**src/rtl/ps2_key_decoder.sv**
```systemverilog
// PS/2 keyboard receiver: frames raw PS/2 bits, folds E0/F0 prefixes into
// {e0,break,code} key events, queues them in a FWFT FIFO and tracks the held extended key.
module ps2_key_decoder #(
  parameter int DEPTH   = 8,
  parameter int TIMEOUT = 50000
) (
  input  logic       clk,
  input  logic       clrn,
  input  logic       ps2_clk,
  input  logic       ps2_data,
  input  logic       rd_en,
  output logic       key_valid,
  output logic [7:0] key_code,
  output logic       key_e0,
  output logic       key_break,
  output logic [7:0] scanCode_E0,
  output logic       frame_err,
  output logic       overflow
);

  localparam int AW = $clog2(DEPTH);
  localparam int TW = $clog2(TIMEOUT + 1);

  typedef enum logic [1:0] {
    S_IDLE = 2'd0,
    S_E0   = 2'd1,
    S_F0   = 2'd2,
    S_E0F0 = 2'd3
  } pfx_t;

  // Odd parity holds when data bits plus the parity bit carry an odd number of ones.
  function automatic logic odd_parity_ok(input logic [8:0] d);
    return ^d;
  endfunction

  logic [2:0]    clk_sync_q, dat_sync_q;
  logic          fall_s, bit_s;
  logic [3:0]    bit_cnt_q, bit_cnt_d;
  logic [9:0]    shift_q, shift_d;
  logic [TW-1:0] to_q, to_d;
  logic [7:0]    byte_q, byte_d;
  logic          byte_vld_q, byte_vld_d;
  logic          frame_err_q, frame_err_d;
  pfx_t          state_q, state_d;
  logic          emit_s, emit_e0_s, emit_brk_s;
  logic [7:0]    sc_q, sc_d;
  logic [9:0]    mem_q [DEPTH];
  logic [AW:0]   wr_ptr_q, rd_ptr_q;
  logic          empty_s, full_s, pop_s, push_s;
  logic          ovf_q, ovf_d;

  // Stage 1 samples the pins; stage 2 vs stage 3 compares old and new clock levels.
  always_ff @(posedge clk or negedge clrn) begin
    if (!clrn) begin
      clk_sync_q <= 3'b000;
      dat_sync_q <= 3'b000;
    end else begin
      clk_sync_q <= {clk_sync_q[1:0], ps2_clk};
      dat_sync_q <= {dat_sync_q[1:0], ps2_data};
    end
  end

  assign fall_s = clk_sync_q[2] & ~clk_sync_q[1];
  assign bit_s  = dat_sync_q[1];

  // Bit collection, frame check on the 11th edge, and stalled-frame timeout.
  always_comb begin
    bit_cnt_d   = bit_cnt_q;
    shift_d     = shift_q;
    to_d        = to_q;
    byte_d      = byte_q;
    byte_vld_d  = 1'b0;
    frame_err_d = 1'b0;
    if (fall_s) begin
      to_d = '0;
      if (bit_cnt_q == 4'd10) begin
        bit_cnt_d = 4'd0;
        if (!shift_q[0] && odd_parity_ok(shift_q[9:1]) && bit_s) begin
          byte_d     = shift_q[8:1];
          byte_vld_d = 1'b1;
        end else begin
          frame_err_d = 1'b1;
        end
      end else begin
        shift_d[bit_cnt_q] = bit_s;
        bit_cnt_d          = bit_cnt_q + 4'd1;
      end
    end else if (bit_cnt_q == 4'd0) begin
      to_d = '0;
    end else if (to_q == TW'(TIMEOUT)) begin
      bit_cnt_d = 4'd0;
      to_d      = '0;
    end else begin
      to_d = to_q + TW'(1);
    end
  end

  // Prefix tracking; a non-prefix byte produces one event and returns to IDLE.
  always_comb begin
    state_d    = state_q;
    emit_s     = 1'b0;
    emit_e0_s  = 1'b0;
    emit_brk_s = 1'b0;
    if (byte_vld_q) begin
      case (byte_q)
        8'hE0: begin
          case (state_q)
            S_IDLE:  state_d = S_E0;
            S_F0:    state_d = S_E0F0;
            default: state_d = state_q;
          endcase
        end
        8'hF0: begin
          case (state_q)
            S_IDLE:  state_d = S_F0;
            S_E0:    state_d = S_E0F0;
            default: state_d = state_q;
          endcase
        end
        default: begin
          emit_s     = 1'b1;
          emit_e0_s  = (state_q == S_E0) || (state_q == S_E0F0);
          emit_brk_s = (state_q == S_F0) || (state_q == S_E0F0);
          state_d    = S_IDLE;
        end
      endcase
    end else begin
      state_d = state_q;
    end
  end

  // Held extended key follows every emitted event, whether or not the FIFO keeps it.
  always_comb begin
    sc_d = sc_q;
    if (emit_s && emit_e0_s && !emit_brk_s) begin
      sc_d = byte_q;
    end else if (emit_s && emit_e0_s && emit_brk_s && (byte_q == sc_q)) begin
      sc_d = 8'h00;
    end else begin
      sc_d = sc_q;
    end
  end

  assign empty_s = (wr_ptr_q == rd_ptr_q);
  assign full_s  = (wr_ptr_q[AW] != rd_ptr_q[AW]) && (wr_ptr_q[AW-1:0] == rd_ptr_q[AW-1:0]);
  assign pop_s   = rd_en & ~empty_s;
  assign push_s  = emit_s & (~full_s | pop_s);
  assign ovf_d   = emit_s & full_s & ~pop_s;

  // Receiver, prefix and held-key state registers.
  always_ff @(posedge clk or negedge clrn) begin
    if (!clrn) begin
      bit_cnt_q   <= 4'd0;
      shift_q     <= 10'd0;
      to_q        <= '0;
      byte_q      <= 8'h00;
      byte_vld_q  <= 1'b0;
      frame_err_q <= 1'b0;
      state_q     <= S_IDLE;
      sc_q        <= 8'h00;
      ovf_q       <= 1'b0;
    end else begin
      bit_cnt_q   <= bit_cnt_d;
      shift_q     <= shift_d;
      to_q        <= to_d;
      byte_q      <= byte_d;
      byte_vld_q  <= byte_vld_d;
      frame_err_q <= frame_err_d;
      state_q     <= state_d;
      sc_q        <= sc_d;
      ovf_q       <= ovf_d;
    end
  end

  // Event FIFO storage and pointers; the extra pointer bit separates full from empty.
  always_ff @(posedge clk or negedge clrn) begin
    if (!clrn) begin
      for (int i = 0; i < DEPTH; i++) mem_q[i] <= 10'd0;
      wr_ptr_q <= '0;
      rd_ptr_q <= '0;
    end else begin
      if (push_s) begin
        mem_q[wr_ptr_q[AW-1:0]] <= {emit_e0_s, emit_brk_s, byte_q};
        wr_ptr_q                <= wr_ptr_q + {{AW{1'b0}}, 1'b1};
      end
      if (pop_s) rd_ptr_q <= rd_ptr_q + {{AW{1'b0}}, 1'b1};
    end
  end

  assign key_valid   = ~empty_s;
  assign key_e0      = mem_q[rd_ptr_q[AW-1:0]][9];
  assign key_break   = mem_q[rd_ptr_q[AW-1:0]][8];
  assign key_code    = mem_q[rd_ptr_q[AW-1:0]][7:0];
  assign scanCode_E0 = sc_q;
  assign frame_err   = frame_err_q;
  assign overflow    = ovf_q;

endmodule

```
**config.mk**
```make
export PLATFORM = sky130hd
export DESIGN_NAME = ps2_key_decoder
export DESIGN_NICKNAME = d
export VERILOG_FILES = /design/src/rtl/ps2_key_decoder.sv
export SDC_FILE = /design/constraint.sdc
export NUM_CORES = 1
export LEC_CHECK = 0
export ABC_AREA = 1
export CAP_MARGIN = 10
export CORE_ASPECT_RATIO = 1.4
export CORE_MARGIN = 8
export CORE_UTILIZATION = 50
export CTS_CLUSTER_DIAMETER = 60
export DETAILED_ROUTE_END_ITERATION = 6
export PLACE_DENSITY = 0.66
export SLEW_MARGIN = 20
export SYNTH_ARGS = -nofsm -noshare
export SYNTH_HDL_FRONTEND = slang
export SYNTH_SLANG_ARGS = --single-unit
export TNS_END_PERCENT = 1
```
**constraint.sdc**
```tcl
create_clock -name clk -period 4.7 [get_ports clk]
set_input_delay 1.175 -clock clk [delete_from_list [all_inputs] [get_ports clk]]
set_output_delay 1.175 -clock clk [all_outputs]
set_load 0.02 [all_outputs]
```
==> flow_summary.yaml <==
cells_and_area:
  layout_common_cells: "nand2_1, dfrtp_1, nor2_1"
  final_common_cell: "nand2_1"
  nets: 864
  diodes: 0
  areaGrowthSynthToFinish_pct: 12.6
  drive_above_1_share_pct: 5.41
sta:
  report.final.slew_viol_count: 0
  setup_violations: 0
  grt_setup_unrepaired: "false"
  finalCritPeriodShare_pct: 90.5
  setup_slack_ns: 0.446
  worst_slew_pin_slew_ns: 0.866
  fmaxAchievable_mhz: 235
  fin_worst_skew_ns: 0.00664
  setup_tns_ns: 0
  hold_violations: 0
  relSlewSlack_pct: 42.3
  worst_hold_slack_ns: 0.349
  fin_crit_ns: 4.25
setup_path:
  critPathLaunchType: "register"
  timing.rr.end: "mem_q[7]$_DFFE_PN0P_"
  ff2ff_setup_slack_ns: 2.02
  end_kind: "primary output"
  cp_cell_sequence: "inv_1 > nor2_1 > o21ai_0 > a31oi_1 > clkdlybuf4s50_1"
  slowest_stage: "dfrtp_1"
  cp_data_required_time_ns: 3.52
  path_max_fanout: 24
  reg2regPathDepth: 8
  critPathKind: "register to primary output"
  r2r-start: "rd_ptr_q[1]$_DFFE_PN0P_"
  critPathArrivalTime_ns: 3.08
  cp_slowest_stage_delay_ns: 0.88
global_route:
  antenna_found_initial: 0
  grt_pass1_vias: 5436
  grt_util_all_layers_pct: 19.2
  grt_max_degree: 97
  grt_pass1_wl_um: 26900
  grt.overflow.total: 0
hold_path:
  hold-path-cell-count: 0
  hp-start: "clk_sync_q[0]$_DFF_PN0_"
  hp-class: "register to register"
  hold_path_end: "clk_sync_q[1]$_DFF_PN0_"
floorplan:
  ioPinCount: 26
  core_area_sq_um: 13400
  row_count: 50
  die-area_sq_um: 17800
  die_h_um: 155
  die_w_um: 115
  initial_core_util_pct: 51.2
synth:
  netlist_instances: 841
  synth-main-ff-cell: "dfrtp_1"
  ys_ff_latch: 144
  yosysWarningCount: 0
  yosys.area.top_type: "dfrtp_1"
  yosysSeqAreaShare_pct: 52.6
  synth_async_sr_flop_share_pct: 100
  synth_edf_count: 0
  synthDominantCellAreaShare_pct: 52.6
  synth.avg_cell_area_sq_um: 8.15
  synth_area_sq_um: 6850
  ys_types: 32
  synth_area_leaders: "dfrtp_1, nand2_1, o21ai_0, nor2_1, inv_1"
  synthesis.nets: 850
run:
  drv_cap: 0
routing:
  drt_pass1_iterations: 5
  avgViaCountPerCell: 5.36
  drt_wl_total_um: 15900
  drt_iter0_drc: 421
  wire_per_inst_um: 15.1
  ant_nets: 0
  drc_errors: 0
  vias: 5627
power_and_ir_drop:
  irDropWorstVdd_mv: 0.301
  power_density_nw_per_um2: 521
  power_leakage_nw: 3.60
clock_network:
  clk_pin_slew_ns: 0.06
  clkLatencyLatePin_ns: 0.42
  cts_tree: "done"
  clock_path_buffers: 2
  cts_root_buf: "clkbuf_16"
  cts_setup_buffers: 0
  htreeDepth: 4
  hold_buffers: 0
  clock_sinks: 144
  cts_resized: 0
  cts_buffers: 17
place:
  numPortBuffers: 25
  finalWeightedCongestion: 0.796
  place_ws_ns: 0.901
  hpwl_um: 10900
outcome:
  status: "complete, no violations"
[flip-flops by register name, summed over array words and instances (netlist names)]
register     flops
wr_ptr_q         4
state_q          2
dat_sync_q       2
shift_q         10
byte_q           8
clk_sync_q       3
byte_vld_q       1
overflow         1
frame_err        1
rd_ptr_q         4
to_q            16
scanCode_E0      8
mem_q           80
bit_cnt_q        4
[per-layer routing]
| layer | global-route usage (%) | wire length [um] |
|---|---|---|
| met5 | 0 | 0 |
| met4 | 7.91 | 338 |
| met3 | 3.70 | 640 |
| met2 | 33.7 | 8340 |
| met1 | 22.3 | 6540 |
[metrics by stage]
stage / utilization, % / cells / power [mW] / cell area (sq um)
3_5_place_dp: 53.3 / 1018 / 2.72 / 7130
6_report: 57.6 / 1050 / 4.02 / 7720
3_3_place_gp: 53.3 / 1018 / 2.69 / 7130
5_1_grt: 57.6 / 1050 / 4.28 / 7720
4_1_cts: 57.6 / 1050 / 4.05 / 7720
2_1_floorplan: - / 841 / 2.31 / 6850
[where the power goes]
group,total (mW),internal (mW),switching (mW)
combinational,1.24,0.461,0.782
clock,1.33,0.849,0.477
sequential,1.45,1.33,0.126
total,4.02,2.64,1.38
[worst max-delay path by stage]
| stage | startpoint | endpoint | slack [ns] |
|---|---|---|---|
| 6_report | rd_ptr_q[1]$_DFFE_PN0P_ | key_code[2] | 0.45 |
| 5_1_grt | rd_ptr_q[1]$_DFFE_PN0P_ | key_code[2] | 0.24 |
| 4_1_cts | rd_ptr_q[1]$_DFFE_PN0P_ | key_code[2] | 0.45 |
| 3_5_place_dp | rd_ptr_q[1]$_DFFE_PN0P_ | key_code[2] | 0.90 |
| 3_3_place_gp | rd_ptr_q[1]$_DFFE_PN0P_ | key_code[2] | 1.0 |
| 2_1_floorplan | rd_ptr_q[0]$_DFFE_PN0P_ | key_break | 2.00 |
[logic make-up (layout without fill, tap and decap cells)]
group / after synthesis / count (layout) / share of synthesized area, %
AND/OR/NAND/NOR: 395 / 395 / 23.9
AO/OA/AOI/OAI: 182 / 182 / 13.8
flip-flops: 144 / 144 / 52.6
buffers and inverters: 101 / 128 / 7.10
XOR/XNOR: 15 / 15 / 1.92
adder cells (fa/ha/maj): 4 / 4 / 0.730
[worst max-delay path, delay by kind of cell, from the launching register on]
kind            cells  cell delay [ns]
buf+inv             2             1.23
flops               1             0.88
compound gates      2             0.34
simple gates        1             0.20
[synth_stat cells, types with 4 or more instances]
master and number:
a31oi_1 13, xor2_1 9, dfrtp_1 144, nor2_1 115, nand2_4 6, buf_6 10
o21ai_1 37, a21oi_1 11, ha_1 4, nand3_1 34, nand4_1 5, buf_2 7
o21ai_0 109, o22ai_1 10, nor3_1 16, xnor2_1 6, inv_1 63, nand2_1 212
clkbuf_1 14
[area by class of cell]
cell class              instances  area [sq um]
fillers                      1237          5670
flip-flops and latches        144          3600
multi-input cells             596          2760
clock buffers                  27           513
repair buffers                 29           282
inverters                      67           254
well taps                     182           228
clock inverters                 5          75.1
(Power assumes the default switching activity.)
